`src/rtl/mul_pair_issuer.sv`:
```
// Operand sequencer for the half-speed pair multiplier: buffers packed operand pairs,
// issues them as whole two-cycle en bursts and collects the sums into a credit-guarded FIFO.
module mul_pair_issuer #(
  parameter int ODEPTH = 4,
  parameter int RDEPTH = 4
) (
  input  logic       clk,
  input  logic       rstn,
  input  logic       s_valid,
  output logic       s_ready,
  input  logic [15:0] s_data,
  output logic       mul_en,
  output logic [3:0] mul1,
  output logic [3:0] mul2,
  input  logic       res_en,
  input  logic [8:0] res,
  output logic       m_valid,
  input  logic       m_ready,
  output logic [8:0] m_data,
  output logic       err
);

  localparam int OAW = $clog2(ODEPTH);
  localparam int RAW = $clog2(RDEPTH);
  localparam int CW  = RAW + 1;
  localparam logic [OAW:0] ODEPTH_C = (OAW+1)'(ODEPTH);
  localparam logic [OAW:0] OTWO     = (OAW+1)'(2);
  localparam logic [CW-1:0] RDEPTH_C = CW'(RDEPTH);
  localparam logic [CW:0]   RDEPTH_W = (CW+1)'(RDEPTH);

  typedef enum logic [1:0] {IDLE, P0, P1} state_t;

  state_t state, next_state;

  logic [15:0]    omem [ODEPTH];
  logic [OAW-1:0] owr, ord, ord_plus1;
  logic [OAW:0]   ocount;
  logic           op_push, op_pop;

  logic [8:0]     rmem [RDEPTH];
  logic [RAW-1:0] rwr, rrd;
  logic [CW-1:0]  rcount, outstanding;
  logic           r_full, r_push, r_pop;

  logic           ops_ok, credit_ok, can_issue, issue;
  logic [CW:0]    inflight;
  logic [15:0]    issue_word;
  logic           mul_en_d;
  logic [3:0]     mul1_d, mul2_d;

  assign s_ready   = ocount < ODEPTH_C;
  assign op_push   = s_valid & s_ready;
  assign op_pop    = (state == P1);
  assign ord_plus1 = ord + 1'b1;

  always_ff @(posedge clk) begin
    if (op_push) omem[owr] <= s_data;
  end

  always_ff @(posedge clk) begin
    if (!rstn) begin
      owr    <= '0;
      ord    <= '0;
      ocount <= '0;
    end else begin
      if (op_push) owr <= owr + 1'b1;
      if (op_pop)  ord <= ord + 1'b1;
      case ({op_push, op_pop})
        2'b10:   ocount <= ocount + 1'b1;
        2'b01:   ocount <= ocount - 1'b1;
        default: ocount <= ocount;
      endcase
    end
  end

  // In P1 the head is leaving this cycle, so a follow-on burst needs a second entry.
  assign ops_ok    = (state == P1) ? (ocount >= OTWO) : (ocount != '0);
  assign inflight  = {1'b0, rcount} + {1'b0, outstanding};
  assign credit_ok = inflight < RDEPTH_W;
  assign can_issue = ops_ok & credit_ok;
  assign issue     = (next_state == P0);

  always_ff @(posedge clk) begin
    if (!rstn) begin
      state  <= IDLE;
      mul_en <= 1'b0;
      mul1   <= '0;
      mul2   <= '0;
    end else begin
      state  <= next_state;
      mul_en <= mul_en_d;
      mul1   <= mul1_d;
      mul2   <= mul2_d;
    end
  end

  always_comb begin
    next_state = state;
    case (state)
      IDLE:    if (can_issue) next_state = P0;
      P0:      next_state = P1;
      P1:      next_state = can_issue ? P0 : IDLE;
      default: next_state = IDLE;
    endcase
  end

  always_comb begin
    mul_en_d   = 1'b0;
    mul1_d     = '0;
    mul2_d     = '0;
    issue_word = (state == P1) ? omem[ord_plus1] : omem[ord];
    case (next_state)
      P0: begin
        mul_en_d = 1'b1;
        mul1_d   = issue_word[3:0];
        mul2_d   = issue_word[7:4];
      end
      P1: begin
        mul_en_d = 1'b1;
        mul1_d   = omem[ord][11:8];
        mul2_d   = omem[ord][15:12];
      end
      default: ;
    endcase
  end

  always_ff @(posedge clk) begin
    if (!rstn) begin
      outstanding <= '0;
    end else begin
      case ({issue, res_en})
        2'b10:   outstanding <= outstanding + 1'b1;
        2'b01:   if (outstanding != '0) outstanding <= outstanding - 1'b1;
        default: outstanding <= outstanding;
      endcase
    end
  end

  assign r_full  = (rcount == RDEPTH_C);
  assign r_push  = res_en & ~r_full;
  assign r_pop   = m_valid & m_ready;
  assign m_valid = (rcount != '0);
  assign m_data  = m_valid ? rmem[rrd] : '0;

  always_ff @(posedge clk) begin
    if (r_push) rmem[rwr] <= res;
  end

  always_ff @(posedge clk) begin
    if (!rstn) begin
      rwr    <= '0;
      rrd    <= '0;
      rcount <= '0;
    end else begin
      if (r_push) rwr <= rwr + 1'b1;
      if (r_pop)  rrd <= rrd + 1'b1;
      case ({r_push, r_pop})
        2'b10:   rcount <= rcount + 1'b1;
        2'b01:   rcount <= rcount - 1'b1;
        default: rcount <= rcount;
      endcase
    end
  end

  // Sticky until reset: unexpected result or a result with nowhere to go.
  always_ff @(posedge clk) begin
    if (!rstn) begin
      err <= 1'b0;
    end else if (res_en && ((outstanding == '0) || r_full)) begin
      err <= 1'b1;
    end
  end

endmodule

```
`config.mk`:
```
export PLATFORM = sky130hd
export DESIGN_NAME = mul_pair_issuer
export DESIGN_NICKNAME = d
export VERILOG_FILES = /design/src/rtl/mul_pair_issuer.sv
export SDC_FILE = /design/constraint.sdc
export NUM_CORES = 1
export LEC_CHECK = 0
export BUFFER_PORTS_ARGS = -buffer_cell sky130_fd_sc_hd__buf_2
export CORE_MARGIN = 4
export CORE_UTILIZATION = 30
export CTS_BUF_LIST = sky130_fd_sc_hd__clkbuf_8
export DETAILED_ROUTE_END_ITERATION = 10
export GPL_TIMING_DRIVEN = 0
export SKIP_CTS_REPAIR_TIMING = 1
export SLEW_MARGIN = 20
export SYNTH_ARGS = -nofsm -noshare
export SYNTH_HDL_FRONTEND = slang
export SYNTH_SLANG_ARGS = --single-unit
```
`constraint.sdc`:
```
create_clock -name clk -period 3.15 [get_ports clk]
set_clock_uncertainty 0.1 [all_clocks]
set_input_delay 0.63 -clock clk [delete_from_list [all_inputs] [get_ports clk]]
set_output_delay 0.63 -clock clk [all_outputs]
set_load 0.05 [all_outputs]
```
==> results of run 1 <==
through the flow:
step                      hold slack [ns]  setup WS [ns]  utilization  std cells
after global routing                0.271          0.308        0.357        632
after global placement              0.374          0.565        0.335        600
after detailed placement            0.390          0.464        0.335        600
final                               0.315          0.464        0.357        632
after floorplan                     0.358          0.668            -        322
after CTS                           0.285          0.410        0.357        632
logic make-up after synthesis:
| group | after synthesis |
|---|---|
| fa+ha+maj | 15 |
| simple gates | 64 |
| flops | 133 |
| buf+inv | 34 |
| compound gates | 20 |
| xor+xnor | 10 |
| mux | 46 |
layer usage:
layer / vias up / wire (µm) / track usage
met4: 2 / 82 / 0.0268
met3: 11 / 562 / 0.0416
met1: 1453 / 4390 / 0.123
met5: - / 12 / 0
li1: 1362 / - / -
met2: 57 / 5570 / 0.198
state kept, by name, indices dropped and copies added (netlist names), named ones only:
name / count
outstanding: 3
ocount: 3
rrd: 2
err: 1
state: 2
mul1: 4
ord: 2
owr: 2
omem: 64
rmem: 36
rwr: 2
mul2: 4
rcount: 3
mul_en: 1
worst paths after layout:
| path | endpoint | cells after the start | slack (ns) |
|---|---|---|---|
| worst max-delay path | outstanding[1] | 8 | 0.46 |
| worst min-delay path | omem[2][8] | 1 | 0.32 |
| worst max register to register | outstanding[1] | 8 | 0.46 |
| worst min register to register | outstanding[2] | 2 | 0.40 |
final cells by class:
| class | instances | area, µm² |
|---|---|---|
| Tap cell | 229 | 287 |
| Buffer | 15 | 60.1 |
| Clock inverter | 15 | 169 |
| Clock buffer | 17 | 234 |
| Inverter | 19 | 71.3 |
| Sequential cell | 133 | 3660 |
| Fill cell | 1748 | 11600 |
| Multi-Input combinational cell | 155 | 1710 |
| Timing Repair Buffer | 49 | 245 |
power groups by stage:
stage | clock network, µW | logic [µW] | registers (µW)
floorplan | 0 | 1220 | 2440
global placement | 0 | 1760 | 2290
detailed placement | 0 | 1800 | 2300
CTS | 1470 | 1800 | 2260
global route | 1560 | 1930 | 2290
finish | 1420 | 1770 | 2260
worst max-delay path, delay by kind of cell (launching register included):
family          cells  cell delay (ns)
fa+ha+maj           2             0.63
buf+inv             1             0.08
flops               1             0.35
compound gates      2             0.67
simple gates        3             0.78
placed cells by master, fill, tap and decap left out, drive strengths merged, types with 3 or more instances in the layout:
cell type	Yosys	final
xnor2	8	8
o2bb2ai	8	8
a21boi	3	3
nor2b	5	5
nand2b	5	5
o21ai	4	4
inv	18	24
and2	25	25
nand2	13	13
mux2i	13	13
mux4	33	33
ha	12	12
dfxtp	33	33
fa	3	3
clkbuf	10	27
and3	5	5
edfxtp	100	100
or3	4	4
clkinv	1	7
buf	5	54
==> results.cfg, run 1 <==
[run_status]
run_status = completed

[finish]
final_layout_size_suffix_gt1_frac = 0.295
layout.cell_area.non_filler_um2 = 6430
syn2layout_area_growth_pct = 17.0
antenna_cells_inserted = 0
final_net_count = 435

[yosys]
synth_cell_type_count = 32
synth_area_in_adders = 0.0382
synthMuxAreaShare = 0.159
synth-async-reset-ratio = 0
post-synth-top-area-fraction = 0.546
cells_after_synth = 322
mappedNetlistArea_um2 = 5500
synthSimpleGateAreaFrac = 0.0671
yosys_most_used_dff = sky130_fd_sc_hd__edfxtp_1
synth.net_count = 367
synth_enable_flop_cells = 100
cell_with_the_most_instances_after_synthesis = sky130_fd_sc_hd__edfxtp_1
commonest_cells_post_synth = sky130_fd_sc_hd__edfxtp_1, sky130_fd_sc_hd__dfxtp_1, sky130_fd_sc_hd__mux4_2
synth_compound_gate_area_share = 0.0300
seq_area_frac_synth = 0.666
netlist.top_cell.by_area = sky130_fd_sc_hd__edfxtp_1
post_synth_xor_area_fraction = 0.0159
yosys-top-cells-area = sky130_fd_sc_hd__edfxtp_1, sky130_fd_sc_hd__mux4_2, sky130_fd_sc_hd__dfxtp_1, sky130_fd_sc_hd__and2_1, sky130_fd_sc_hd__ha_1
number_of_synthesis_warnings = 0
syn_avg_cell_area_um2 = 17.1
combinational_family_with_the_most_area_after_synthesis = multiplexers
ys_ff_latch = 133

[setup_path]
cp_max_fo = 7
worstReg2RegStart = rcount[2]
critical_path.cell_chain = ha_1 > or4_4 > a311oi_4 > nand2b_1 > fa_1 > inv_1 > nand3_1 > o221ai_1
setup.worst_path.class = flop to flop
crit_path_top_delay_cell = sky130_fd_sc_hd__or4_4
crit_arrival_ns = 2.93
startpoint_type_of_the_worst_setup_path = flop
crit_start = rcount[2]
crit_path_max_incr_delay_ns = 0.52
cp.required_ns = 3.40
crit_path_end_kind = flop

[global_routing]
grt_pass1_vias = 3195
grt_pass1_wl_um = 16900
gr-usage-all-layers = 0.110
grt-ovfl-total = 0
grt_antenna_before_repair = 1
largest_net_degree_at_the_start_of_global_routing = 17

[place]
port_buffers = 49
postPlaceCellArea_um2 = 6030
final_replace_weighted_congestion = 0.719
detailed_place_hpwl_um = 7060

[timing]
timing.final.crit_share = 0.853
rsz0062_at_grt = false
totalNegativeSetupSlack_ns = 0
final_critical_period_ns = 2.69
setup_viol_count_final = 0
fmax_ghz = 0.372
worst_pin_slew_ns = 0.952
timing_hold_violations_final = 0
worst_slew_margin_rel = 0.365
finalMaxSlewViolations = 0

[hold_path]
hold_start = s_data[8]
worstHoldPathType = input pin to flop

[clock_tree]
root_driver = sky130_fd_sc_hd__clkbuf_8
clockBufferDepth = 2
cts_buffers = 17
tritoncts = done
cts_htree_levels = 4
clock_insertion_delay_worst_skew_ns = 0.42
cts.sinks = 133
clk_pin_slew_ns = 0.09

[drt]
postRouteWirelength_um = 10600
remaining_drc_errors = 0
drt_iter0_drc = 165
vias_per_cell = 4.56
dr.pass1.iters = 4
ant_nets = 0
num_vias = 2885
wl_per_cell_um = 16.8

[power_and_ir_drop]
power_report.internal_total_uw = 3500
totalPowerFinal_uw = 5450
p_clk_frac = 0.261
switching_share = 0.357
comb_power_share = 0.324
power.share.sequential = 0.415
power_per_cell_area_nw_per_um2 = 847
vdd_ir_drop_max_uv = 562
cellLeakagePower_uw = 0.00230
switching_power_uw = 1950

[run]
drv_cap = 0

[floorplanning]
design.die.area_um2 = 20600
io_pins = 51
die_height_um = 143
rows = 49
core_region_area_um2 = 18000
fp.dieW_um = 143
floorplan.initialDensity = 0.305
(Power assumes the default switching activity.)
==> run 2: changes to the inputs <==
Settings changed: ABC_AREA set to 1.
==> results.cfg, run 2 <==
[finish]
biggestRegsByFlops = omem x64, rmem x36
largest_register_ff_count = 64
final_net_count = 642
layout.cell_area.non_filler_um2 = 6630
layout_common_cells = sky130_fd_sc_hd__edfxtp_1, sky130_fd_sc_hd__nor2_1, sky130_fd_sc_hd__o21ai_0
layout_commonest_cell = sky130_fd_sc_hd__edfxtp_1
antenna_cells_inserted = 0
top_register = omem
syn2layout_area_growth_pct = 18.3
final_layout_size_suffix_gt1_frac = 0.192

[setup_path]
crit_arrival_ns = 2.14
ff2ff_path_depth = 10
worstReg2RegStart = rcount[1]
setup.worst_path.class = flop to output pin
reg2reg_to = rcount[2]
crit_path_end_kind = output pin
cp.required_ns = 2.42
reg2reg_setup_slack_ns = 1.01
cp_max_fo = 10
startpoint_type_of_the_worst_setup_path = flop

[global_routing]
grtUsageMet3 = 0.0374
largest_net_degree_at_the_start_of_global_routing = 17
gr-usage-all-layers = 0.124
grt_most_used_layer = met2
use_met1 = 0.164
grt_pass1_vias = 3867
grt_antenna_before_repair = 0
grt_pass1_wl_um = 19700
groute.layer.met2.usage = 0.195
grt-ovfl-total = 0

[yosys]
synth.net_count = 569
seq_area_frac_synth = 0.654
mappedNetlistArea_um2 = 5600
ys_ff_latch = 133
cells_after_synth = 524
yosys_most_used_dff = sky130_fd_sc_hd__edfxtp_1
synth-async-reset-ratio = 0
commonest_cells_post_synth = sky130_fd_sc_hd__edfxtp_1, sky130_fd_sc_hd__nor2_1, sky130_fd_sc_hd__o21ai_0
synth_cell_type_count = 28
number_of_synthesis_warnings = 0
syn_avg_cell_area_um2 = 10.7
netlist.top_cell.by_area = sky130_fd_sc_hd__edfxtp_1
synth_enable_flop_cells = 100
post-synth-top-area-fraction = 0.536
yosys-top-cells-area = sky130_fd_sc_hd__edfxtp_1, sky130_fd_sc_hd__dfxtp_1, sky130_fd_sc_hd__nor2_1, sky130_fd_sc_hd__o21ai_0, sky130_fd_sc_hd__a21oi_1
cell_with_the_most_instances_after_synthesis = sky130_fd_sc_hd__edfxtp_1

[drt]
num_vias = 3953
wl_per_cell_um = 14.8
remaining_drc_errors = 0
drt_iter0_drc = 289
vias_per_cell = 4.71
dr.pass1.iters = 5
ant_nets = 0
postRouteWirelength_um = 12400

[timing]
setup_viol_count_final = 0
timing_hold_violations_final = 0
totalNegativeSetupSlack_ns = 0
finalMaxSlewViolations = 0
fmax_ghz = 0.348
worst_pin_slew_ns = 0.906
rsz0062_at_grt = false
timing.final.crit_share = 0.912
worst_slew_margin_rel = 0.394
final_critical_path_setup_slack_ns = 0.277
final_critical_period_ns = 2.87

[place]
port_buffers = 50
postPlaceCellArea_um2 = 6200
final_replace_weighted_congestion = 0.857
detailed_place_hpwl_um = 8410
worst_setup_slack_after_placement_ns = 0.730

[floorplanning]
core_region_area_um2 = 18100
floorplan.initialDensity = 0.309
rows = 49
io_pins = 51
design.die.area_um2 = 20900
die_height_um = 145
fp.dieW_um = 145

[clock_tree]
cts_htree_levels = 4
clk_pin_slew_ns = 0.08
root_driver = sky130_fd_sc_hd__clkbuf_8
clock_insertion_delay_worst_skew_ns = 0.45
cts_buffers = 17
tritoncts = done
clockBufferDepth = 2
cts.sinks = 133

[hold_path]
worstHoldPathType = input pin to flop
min_delay_path_depth = 1
hold_start = res[5]
min_to = rmem[1][5]

[power_and_ir_drop]
vdd_ir_drop_max_uv = 394
totalPowerFinal_uw = 5440
power_per_cell_area_nw_per_um2 = 821
cellLeakagePower_uw = 0.00253

[run_status]
run_status = completed

[run]
drv_cap = 0
run 2: cell types whose count changed in the layout (fill, tap and decap cells not counted), sizes merged, moves of 10 or more:
cell   previous run  this run
a21oi             2        46
and2             25         0
buf              54        66
inv              24        48
mux2i            13         0
mux4             33         0
nand2            13        66
nand3             2        12
nor2              2        91
o21ai             4        68
o22ai             0        15
run 2: final cells by class:
cell class	instances	area, µm²
buffer	18	91.3
clock buffer	17	234
clock inverter	15	189
fill	1841	11500
inverter	47	176
multi-input combinational	326	1680
sequential	133	3660
tap	229	287
timing repair buffer	54	307
run 2: worst max-delay path by stage:
stage                       start     endpoint  slack (ns)  cells after the start
after CTS                    flop    m_data[7]        0.24                      6
after floorplan              flop    m_data[7]        0.76                      5
final                        flop    m_data[1]        0.28                      6
after global routing         flop    m_data[4]        0.08                      6
after detailed placement     flop    m_data[7]        0.73                      6
after global placement    s_valid  omem[0][12]        0.33                      3
run 2: critical path, stage by stage, from the launching register on:
cell and delay, ns:
sky130_fd_sc_hd__dfxtp_1 0.29, sky130_fd_sc_hd__buf_2 0.19, sky130_fd_sc_hd__inv_2 0.17, sky130_fd_sc_hd__clkbuf_1 0.38
sky130_fd_sc_hd__o21ai_0 0.19, sky130_fd_sc_hd__a21oi_1 0.19, sky130_fd_sc_hd__buf_2 0.30
run 2: where the power goes:
part	leakage [µW]	total, µW	switching, µW	internal (µW)
combinational	0.00112	1730	1280	445
sequential	0.00119	2200	94.4	2110
clock	0.000220	1510	659	854
run 2: logic make-up (layout without fill, tap and decap cells):
kind of cell             Yosys count  after routing  synth area share
buffers and inverters             65            151            0.0478
AND/OR/NAND/NOR                  178            178             0.136
AO/OA/AOI/OAI                    132            132             0.123
XOR/XNOR                           1              1           0.00156
flip-flops                       133            133             0.654
adder cells (fa/ha/maj)           15             15            0.0375
run 2: metal layers:
| metal | part of all wire | vias to the layer above |
|---|---|---|
| met5 | 0 | - |
| met4 | 0.015 | 0 |
| met3 | 0.059 | 18 |
| met2 | 0.47 | 123 |
| met1 | 0.46 | 1861 |
| li1 | - | 1951 |
run 2: metrics by stage:
stage | hold slack (ns) | utilization | instances
floorplan | 0.336 | - | 524
global placement | 0.353 | 0.338 | 803
detailed placement | 0.351 | 0.342 | 807
CTS | 0.278 | 0.365 | 839
global route | 0.274 | 0.365 | 839
finish | 0.300 | 0.365 | 839
